===== src/rtl/q3_alu_arbiter_if.sv =====
// Purpose: command/response bundle between two requesters, the arbiter and the
//          result consumer.
// Signals: req0_*/req1_* valid/ready command channels carrying signed A/B and
//          a 2-bit select; rsp_* valid/ready response channel carrying the
//          signed result, the requester id and the select performed.
// Modports: slave = arbiter side, master = requester/consumer side.
interface q3_alu_arbiter_if;
  localparam int unsigned DW = 6;
  localparam int unsigned SW = 2;

  logic          req0_valid;
  logic          req0_ready;
  logic [DW-1:0] req0_a;
  logic [DW-1:0] req0_b;
  logic [SW-1:0] req0_sel;

  logic          req1_valid;
  logic          req1_ready;
  logic [DW-1:0] req1_a;
  logic [DW-1:0] req1_b;
  logic [SW-1:0] req1_sel;

  logic          rsp_valid;
  logic          rsp_ready;
  logic [DW-1:0] rsp_data;
  logic          rsp_id;
  logic [SW-1:0] rsp_sel;

  modport slave (
    input  req0_valid, req0_a, req0_b, req0_sel,
    output req0_ready,
    input  req1_valid, req1_a, req1_b, req1_sel,
    output req1_ready,
    output rsp_valid, rsp_data, rsp_id, rsp_sel,
    input  rsp_ready
  );

  modport master (
    output req0_valid, req0_a, req0_b, req0_sel,
    input  req0_ready,
    output req1_valid, req1_a, req1_b, req1_sel,
    input  req1_ready,
    input  rsp_valid, rsp_data, rsp_id, rsp_sel,
    output rsp_ready
  );
endinterface


===== src/rtl/q3_alu_arbiter.sv =====
// Purpose: two requesters share one 6-bit signed four-operation ALU through a
//          round-robin arbiter; results go into a single-entry response buffer.
// Ports:   clk, rst_n (async active-low); bus (slave modport: two command
//          channels, one response channel); busy mirrors rsp_valid; done_cnt
//          counts response handshakes modulo 2^CNT_W.
module q3_alu_arbiter #(
  parameter int unsigned CNT_W = 8
) (
  input  logic             clk,
  input  logic             rst_n,
  q3_alu_arbiter_if.slave  bus,
  output logic             busy,
  output logic [CNT_W-1:0] done_cnt
);
  localparam int unsigned DW = 6;
  localparam int unsigned SW = 2;

  localparam logic [0:0] ST_EMPTY = 1'b0;
  localparam logic [0:0] ST_FULL  = 1'b1;

  logic [0:0]       state_q, state_d;
  logic [DW-1:0]    data_q, data_d;
  logic             id_q, id_d;
  logic [SW-1:0]    sel_q, sel_d;
  logic             prio_q, prio_d;
  logic [CNT_W-1:0] cnt_q, cnt_d;

  logic             can_accept_c;
  logic             grant0_c;
  logic             grant1_c;
  logic [DW-1:0]    op_a_c;
  logic [DW-1:0]    op_b_c;
  logic [SW-1:0]    op_sel_c;
  logic [DW-1:0]    alu_res_c;
  logic signed [DW-1:0] a_s_c;
  logic signed [DW-1:0] b_s_c;
  logic signed [DW-1:0] t_s_c;

  // Round-robin grant; prio_q names the port that wins a tie.
  always_comb begin
    can_accept_c = (state_q == ST_EMPTY) || bus.rsp_ready;
    grant0_c     = can_accept_c && bus.req0_valid && (!bus.req1_valid || !prio_q);
    grant1_c     = can_accept_c && bus.req1_valid && (!bus.req0_valid ||  prio_q);
  end

  assign bus.req0_ready = grant0_c;
  assign bus.req1_ready = grant1_c;

  // Operand mux and ALU; every result wraps to 6-bit two's complement.
  always_comb begin
    op_a_c    = grant1_c ? bus.req1_a   : bus.req0_a;
    op_b_c    = grant1_c ? bus.req1_b   : bus.req0_b;
    op_sel_c  = grant1_c ? bus.req1_sel : bus.req0_sel;
    a_s_c     = op_a_c;
    b_s_c     = op_b_c;
    t_s_c     = '0;
    alu_res_c = '0;
    case (op_sel_c)
      2'b00: alu_res_c = (a_s_c <<< 2) + (b_s_c >>> 1);
      2'b01: alu_res_c = a_s_c + b_s_c + (b_s_c <<< 1);
      2'b10: alu_res_c = a_s_c - b_s_c;
      default: begin
        // -(-32) wraps back to -32 in six bits, which is the intended result.
        t_s_c     = (a_s_c <<< 1) - b_s_c;
        alu_res_c = t_s_c[DW-1] ? -t_s_c : t_s_c;
      end
    endcase
  end

  // Buffer FSM, priority pointer and completion counter.
  always_comb begin
    state_d = state_q;
    data_d  = data_q;
    id_d    = id_q;
    sel_d   = sel_q;
    prio_d  = prio_q;
    cnt_d   = cnt_q;

    if ((state_q == ST_FULL) && bus.rsp_ready) begin
      cnt_d = cnt_q + CNT_W'(1);
    end

    case (state_q)
      ST_EMPTY: if (grant0_c || grant1_c) state_d = ST_FULL;
      ST_FULL:  if (bus.rsp_ready && !(grant0_c || grant1_c)) state_d = ST_EMPTY;
      default:  state_d = ST_EMPTY;
    endcase

    if (grant0_c || grant1_c) begin
      data_d = alu_res_c;
      id_d   = grant1_c;
      sel_d  = op_sel_c;
      prio_d = grant0_c;
    end
  end

  always_ff @(posedge clk or negedge rst_n) begin
    if (!rst_n) begin
      state_q <= ST_EMPTY;
      data_q  <= '0;
      id_q    <= 1'b0;
      sel_q   <= '0;
      prio_q  <= 1'b0;
      cnt_q   <= '0;
    end else begin
      state_q <= state_d;
      data_q  <= data_d;
      id_q    <= id_d;
      sel_q   <= sel_d;
      prio_q  <= prio_d;
      cnt_q   <= cnt_d;
    end
  end

  assign bus.rsp_valid = (state_q == ST_FULL);
  assign bus.rsp_data  = data_q;
  assign bus.rsp_id    = id_q;
  assign bus.rsp_sel   = sel_q;
  assign busy          = (state_q == ST_FULL);
  assign done_cnt      = cnt_q;
endmodule


===== src/flat_wrapper.sv =====
// flat-port wrapper written by rule: the top's interface ports become plain ports
module q3_alu_arbiter_flat 
#(
  parameter int unsigned CNT_W = 8
)
  (clk, rst_n, busy, done_cnt, bus_req0_valid, bus_req0_a, bus_req0_b, bus_req0_sel, bus_req0_ready, bus_req1_valid, bus_req1_a, bus_req1_b, bus_req1_sel, bus_req1_ready, bus_rsp_valid, bus_rsp_data, bus_rsp_id, bus_rsp_sel, bus_rsp_ready);
  q3_alu_arbiter_if bus_i ();
  input  logic clk;
  input  logic rst_n;
  output logic busy;
  output logic [CNT_W-1:0] done_cnt;
  input wire logic [$bits(bus_i.req0_valid)-1:0] bus_req0_valid;
  input wire logic [$bits(bus_i.req0_a)-1:0] bus_req0_a;
  input wire logic [$bits(bus_i.req0_b)-1:0] bus_req0_b;
  input wire logic [$bits(bus_i.req0_sel)-1:0] bus_req0_sel;
  output wire logic [$bits(bus_i.req0_ready)-1:0] bus_req0_ready;
  input wire logic [$bits(bus_i.req1_valid)-1:0] bus_req1_valid;
  input wire logic [$bits(bus_i.req1_a)-1:0] bus_req1_a;
  input wire logic [$bits(bus_i.req1_b)-1:0] bus_req1_b;
  input wire logic [$bits(bus_i.req1_sel)-1:0] bus_req1_sel;
  output wire logic [$bits(bus_i.req1_ready)-1:0] bus_req1_ready;
  output wire logic [$bits(bus_i.rsp_valid)-1:0] bus_rsp_valid;
  output wire logic [$bits(bus_i.rsp_data)-1:0] bus_rsp_data;
  output wire logic [$bits(bus_i.rsp_id)-1:0] bus_rsp_id;
  output wire logic [$bits(bus_i.rsp_sel)-1:0] bus_rsp_sel;
  input wire logic [$bits(bus_i.rsp_ready)-1:0] bus_rsp_ready;
  assign bus_i.req0_valid = bus_req0_valid;
  assign bus_i.req0_a = bus_req0_a;
  assign bus_i.req0_b = bus_req0_b;
  assign bus_i.req0_sel = bus_req0_sel;
  assign bus_req0_ready = bus_i.req0_ready;
  assign bus_i.req1_valid = bus_req1_valid;
  assign bus_i.req1_a = bus_req1_a;
  assign bus_i.req1_b = bus_req1_b;
  assign bus_i.req1_sel = bus_req1_sel;
  assign bus_req1_ready = bus_i.req1_ready;
  assign bus_rsp_valid = bus_i.rsp_valid;
  assign bus_rsp_data = bus_i.rsp_data;
  assign bus_rsp_id = bus_i.rsp_id;
  assign bus_rsp_sel = bus_i.rsp_sel;
  assign bus_i.rsp_ready = bus_rsp_ready;
  q3_alu_arbiter #(.CNT_W(CNT_W)) u_core (.clk(clk), .rst_n(rst_n), .bus(bus_i), .busy(busy), .done_cnt(done_cnt));
endmodule

===== config.mk =====
export PLATFORM = sky130hd
export DESIGN_NAME = q3_alu_arbiter_flat
export DESIGN_NICKNAME = d
export VERILOG_FILES = /design/src/rtl/q3_alu_arbiter_if.sv /design/src/rtl/q3_alu_arbiter.sv /design/src/flat_wrapper.sv
export SDC_FILE = /design/constraint.sdc
export NUM_CORES = 1
export LEC_CHECK = 0
export ABC_AREA = 1
export CORE_UTILIZATION = 55
export CTS_CLUSTER_SIZE = 40
export DETAILED_ROUTE_END_ITERATION = 12
export PLACE_DENSITY = 0.84
export SLEW_MARGIN = 5
export SYNTH_ARGS = -nofsm -noshare
export SYNTH_HDL_FRONTEND = slang
export SYNTH_SLANG_ARGS = --single-unit

===== constraint.sdc =====
create_clock -name clk -period 4.8 [get_ports clk]
set_clock_uncertainty 0.1 [all_clocks]
set_input_delay 0.96 -clock clk [delete_from_list [all_inputs] [get_ports clk]]
set_output_delay 0.96 -clock clk [all_outputs]
set_load 0.02 [all_outputs]

==> results.cfg <==
[run_status]
status = completed

[pwr]
power.density_nw_per_um2 = 417.7
switching_power_uw = 594.5
swShare_pct = 48.12
cellLeakagePower_uw = 0.001580
seqPwrFrac_pct = 22.1
share_comb_of_total_power_pct = 68.5
clkPwrFrac_pct = 9.4
p_int_uw = 641.0
ir_drop_mv = 0.2183

[global_route]
track_usage_pct = 26.83
antenna_found_initial = 0
grt_pass1_wl_um = 9149
grt_overflow = 0
grt_max_degree = 20
first_global_vias = 2006

[sta]
setup_violations = 0
fin_ws_ns = 0.6027
fin_setup_tns_ns = 0
slew_headroom_pct = 39.86
fmax_ghz = 0.2382
tightest_slew_ns = 0.8993
finalHoldViolCount = 0
period_share_pct = 87.44
min_period_ns = 4.197
maxSlewViolCount = 0
rsz0062_at_grt = no

[layout]
fillers = 343
nets = 451
stdcell_count = 445
layout-drive-gt1-share_pct = 13.42
areaGrowthSynthToFinish_pct = 25.95
diodes = 0
finalInstanceArea_sq_um = 2958

[placement]
dpl_cell_area_sq_um = 2912
placedCellCount = 441
place.gp.congestion = 0.8881
io_buffers = 53
dp_slack_ns = 0.3857
place.detailed.hpwl_um = 4649

[setup_path]
cp_max_fo = 13
start_kind = primary input
worst-path-buf-inv = 3
r2r_cells = 12
cp_common_cell = nand3_1
critical_path_depth = 14
crit_chain = clkdlybuf4s50_1 -> inv_1 -> nand2_2 -> nand3_4 -> o21ai_0 -> inv_1 -> fa_1 -> ha_1 -> a21oi_1 -> nand3_1 -> nand3_1 -> nand3_1 -> nor2_1 -> nor2_1
cp.arrival_ns = 4.26
worst_path_max_delay_cell = o21ai_0
crit_path_end_kind = flip-flop
ff2ff_setup_slack_ns = 1.39
worst_path_largest_cell_delay_ns = 0.63
cp_top_family = simple AND/OR/NAND/NOR gates
crit_required_ns = 4.86
timing_worst_setup_path_type = in -> reg

[detailed_routing]
ant_nets = 0
via_per_inst = 5.130
routedWlPerCell_um = 12.78
vias = 2283
drt_iter0_drc = 133
drt_wl_total_um = 5688
drc = 0
drtPass1Iterations = 4

[synthesis]
synth_most_common_cell = nand2_1
synth_xor_area_share_pct = 6.287
synth_top_family_by_area = simple AND/OR/NAND/NOR gates
synth_warnings = 0
synth-simple-area-share_pct = 40.44
syn_avg_cell_area_sq_um = 6.867
ys_ff_latch = 19
yosys-top-cells-count = 94 x nand2_1, 55 x inv_1, 28 x nand3_1
synth_mux_area_share_pct = 0
ys_top_cells_by_area = dfrtp_1 20%, nand2_1 15%, ha_1 10%
synth_top_flop_cell = dfrtp_1
synthDistinctLibCells = 36
async_flop_share_pct = 100.0
synth_edf_count = 0
ys_seq_area_share_pct = 20.25
synth_nets = 397
synth_area_sq_um = 2349
synth_fa_ha_area_share_pct = 12.68
synthCells = 342
synth_compound_area_share_pct = 8.844
synth_top_cell_by_area = dfrtp_1
yosys.area.top_type_share_pct = 20.25

[clock_tree]
clockBufferDepth = 2
clock-sinks = 19
root_buffer = clkbuf_8
cts_buffers = 3
cts_resized = 0
cts.clk_slew.worst_paths_ns = 0.08
cts_hold_buf = 0
htreeDepth = 1
cts_tree = done
post_cts_buffers = 0
clock_latency_ns = 0.26

[min_path]
min_path_type = reg -> reg
holdPathStages = 1

[floorplan]
die_h_um = 67.35
die_w_um = 67.35
fp.coreArea_sq_um = 4058
die_area_sq_um = 4535
rows = 23
initial_utilization_pct = 57.88
io_pins = 54

[run]
drv_cap = 0
metrics by stage:
stage	hold WS, ns	utilization, %	power [uW]
floorplan	0.4378	-	842.3
global placement	0.3608	71.75	1087
detailed placement	0.3621	71.75	1112
CTS	0.3759	72.90	1235
global route	0.3837	72.90	1344
finish	0.3696	72.90	1236
final timing paths:
| path | from | end |
|---|---|---|
| worst max-delay path | bus_rsp_ready | u_core.bus.rsp_data[5] |
| worst min-delay path | u_core.done_cnt[7] | u_core.done_cnt[7] |
| worst max register to register | u_core.bus.rsp_valid | u_core.bus.rsp_data[5] |
| worst min register to register | u_core.done_cnt[7] | u_core.done_cnt[7] |
| max in group asynchronous | rst_n | u_core.done_cnt[3] |
| min in group asynchronous | rst_n | u_core.bus.rsp_data[4] |
kinds of logic after synthesis:
| group | after synthesis |
|---|---|
| compound gates | 30 |
| buf+inv | 66 |
| xor+xnor | 16 |
| fa+ha+maj | 22 |
| flops | 19 |
| simple gates | 189 |
area by class of cell:
| type | instances | area, sq um | area share, % |
|---|---|---|---|
| multi-input combinational | 257 | 1603 | 54.19 |
| timing repair buffer | 55 | 545.5 | 18.44 |
| sequential | 19 | 475.5 | 16.07 |
| inverter | 60 | 225.2 | 7.614 |
| tap | 50 | 62.56 | 2.115 |
| clock buffer | 3 | 41.29 | 1.396 |
| clock inverter | 1 | 5.005 | 0.1692 |
routing by layer:
layer	track usage, %	wire length (um)	vias to the layer above
met5	0	0	-
met4	4.787	58	0
met3	3.209	231	6
met2	44.13	2668	55
met1	37.72	2731	1034
li1	-	-	1188
worst register-to-register path: stages, from the launching register on:
cell	delay (ns)
dfrtp_1	0.42
nand2_2	0.24
nand3_4	0.25
o21ai_0	0.63
inv_1	0.19
fa_1	0.51
ha_1	0.33
a21oi_1	0.20
nand3_1	0.09
nand3_1	0.08
nand3_1	0.07
nor2_1	0.12
nor2_1	0.06
sequential cells by signal, summed over array words and instances, names as in the netlist:
register and flops:
u_core.done_cnt 8, u_core.bus.rsp_data 6, u_core.bus.rsp_sel 2, u_core.bus.rsp_id 1, u_core.bus.rsp_valid 1, u_core.prio_q 1
power by group through the flow:
stage	registers (uW)	logic (uW)	clock network, uW
2_1_floorplan	341	502	0
3_3_place_gp	272	815	0
3_5_place_dp	276	836	0
4_1_cts	272	843	119
5_1_grt	280	938	126
6_report	273	846	117
cells in the final DEF (no fill, tap or decap), types with 8 or more instances in the layout:
cell type	n
inv_1	55
nand2_4	9
nand3_1	28
xnor2_1	8
dfrtp_1	19
ha_1	19
nand2_2	16
nand2_1	94
nor2_1	12
clkdlybuf4s50_1	53
nand4_1	13
No activity file was read; power rests on OpenSTA's default activity.
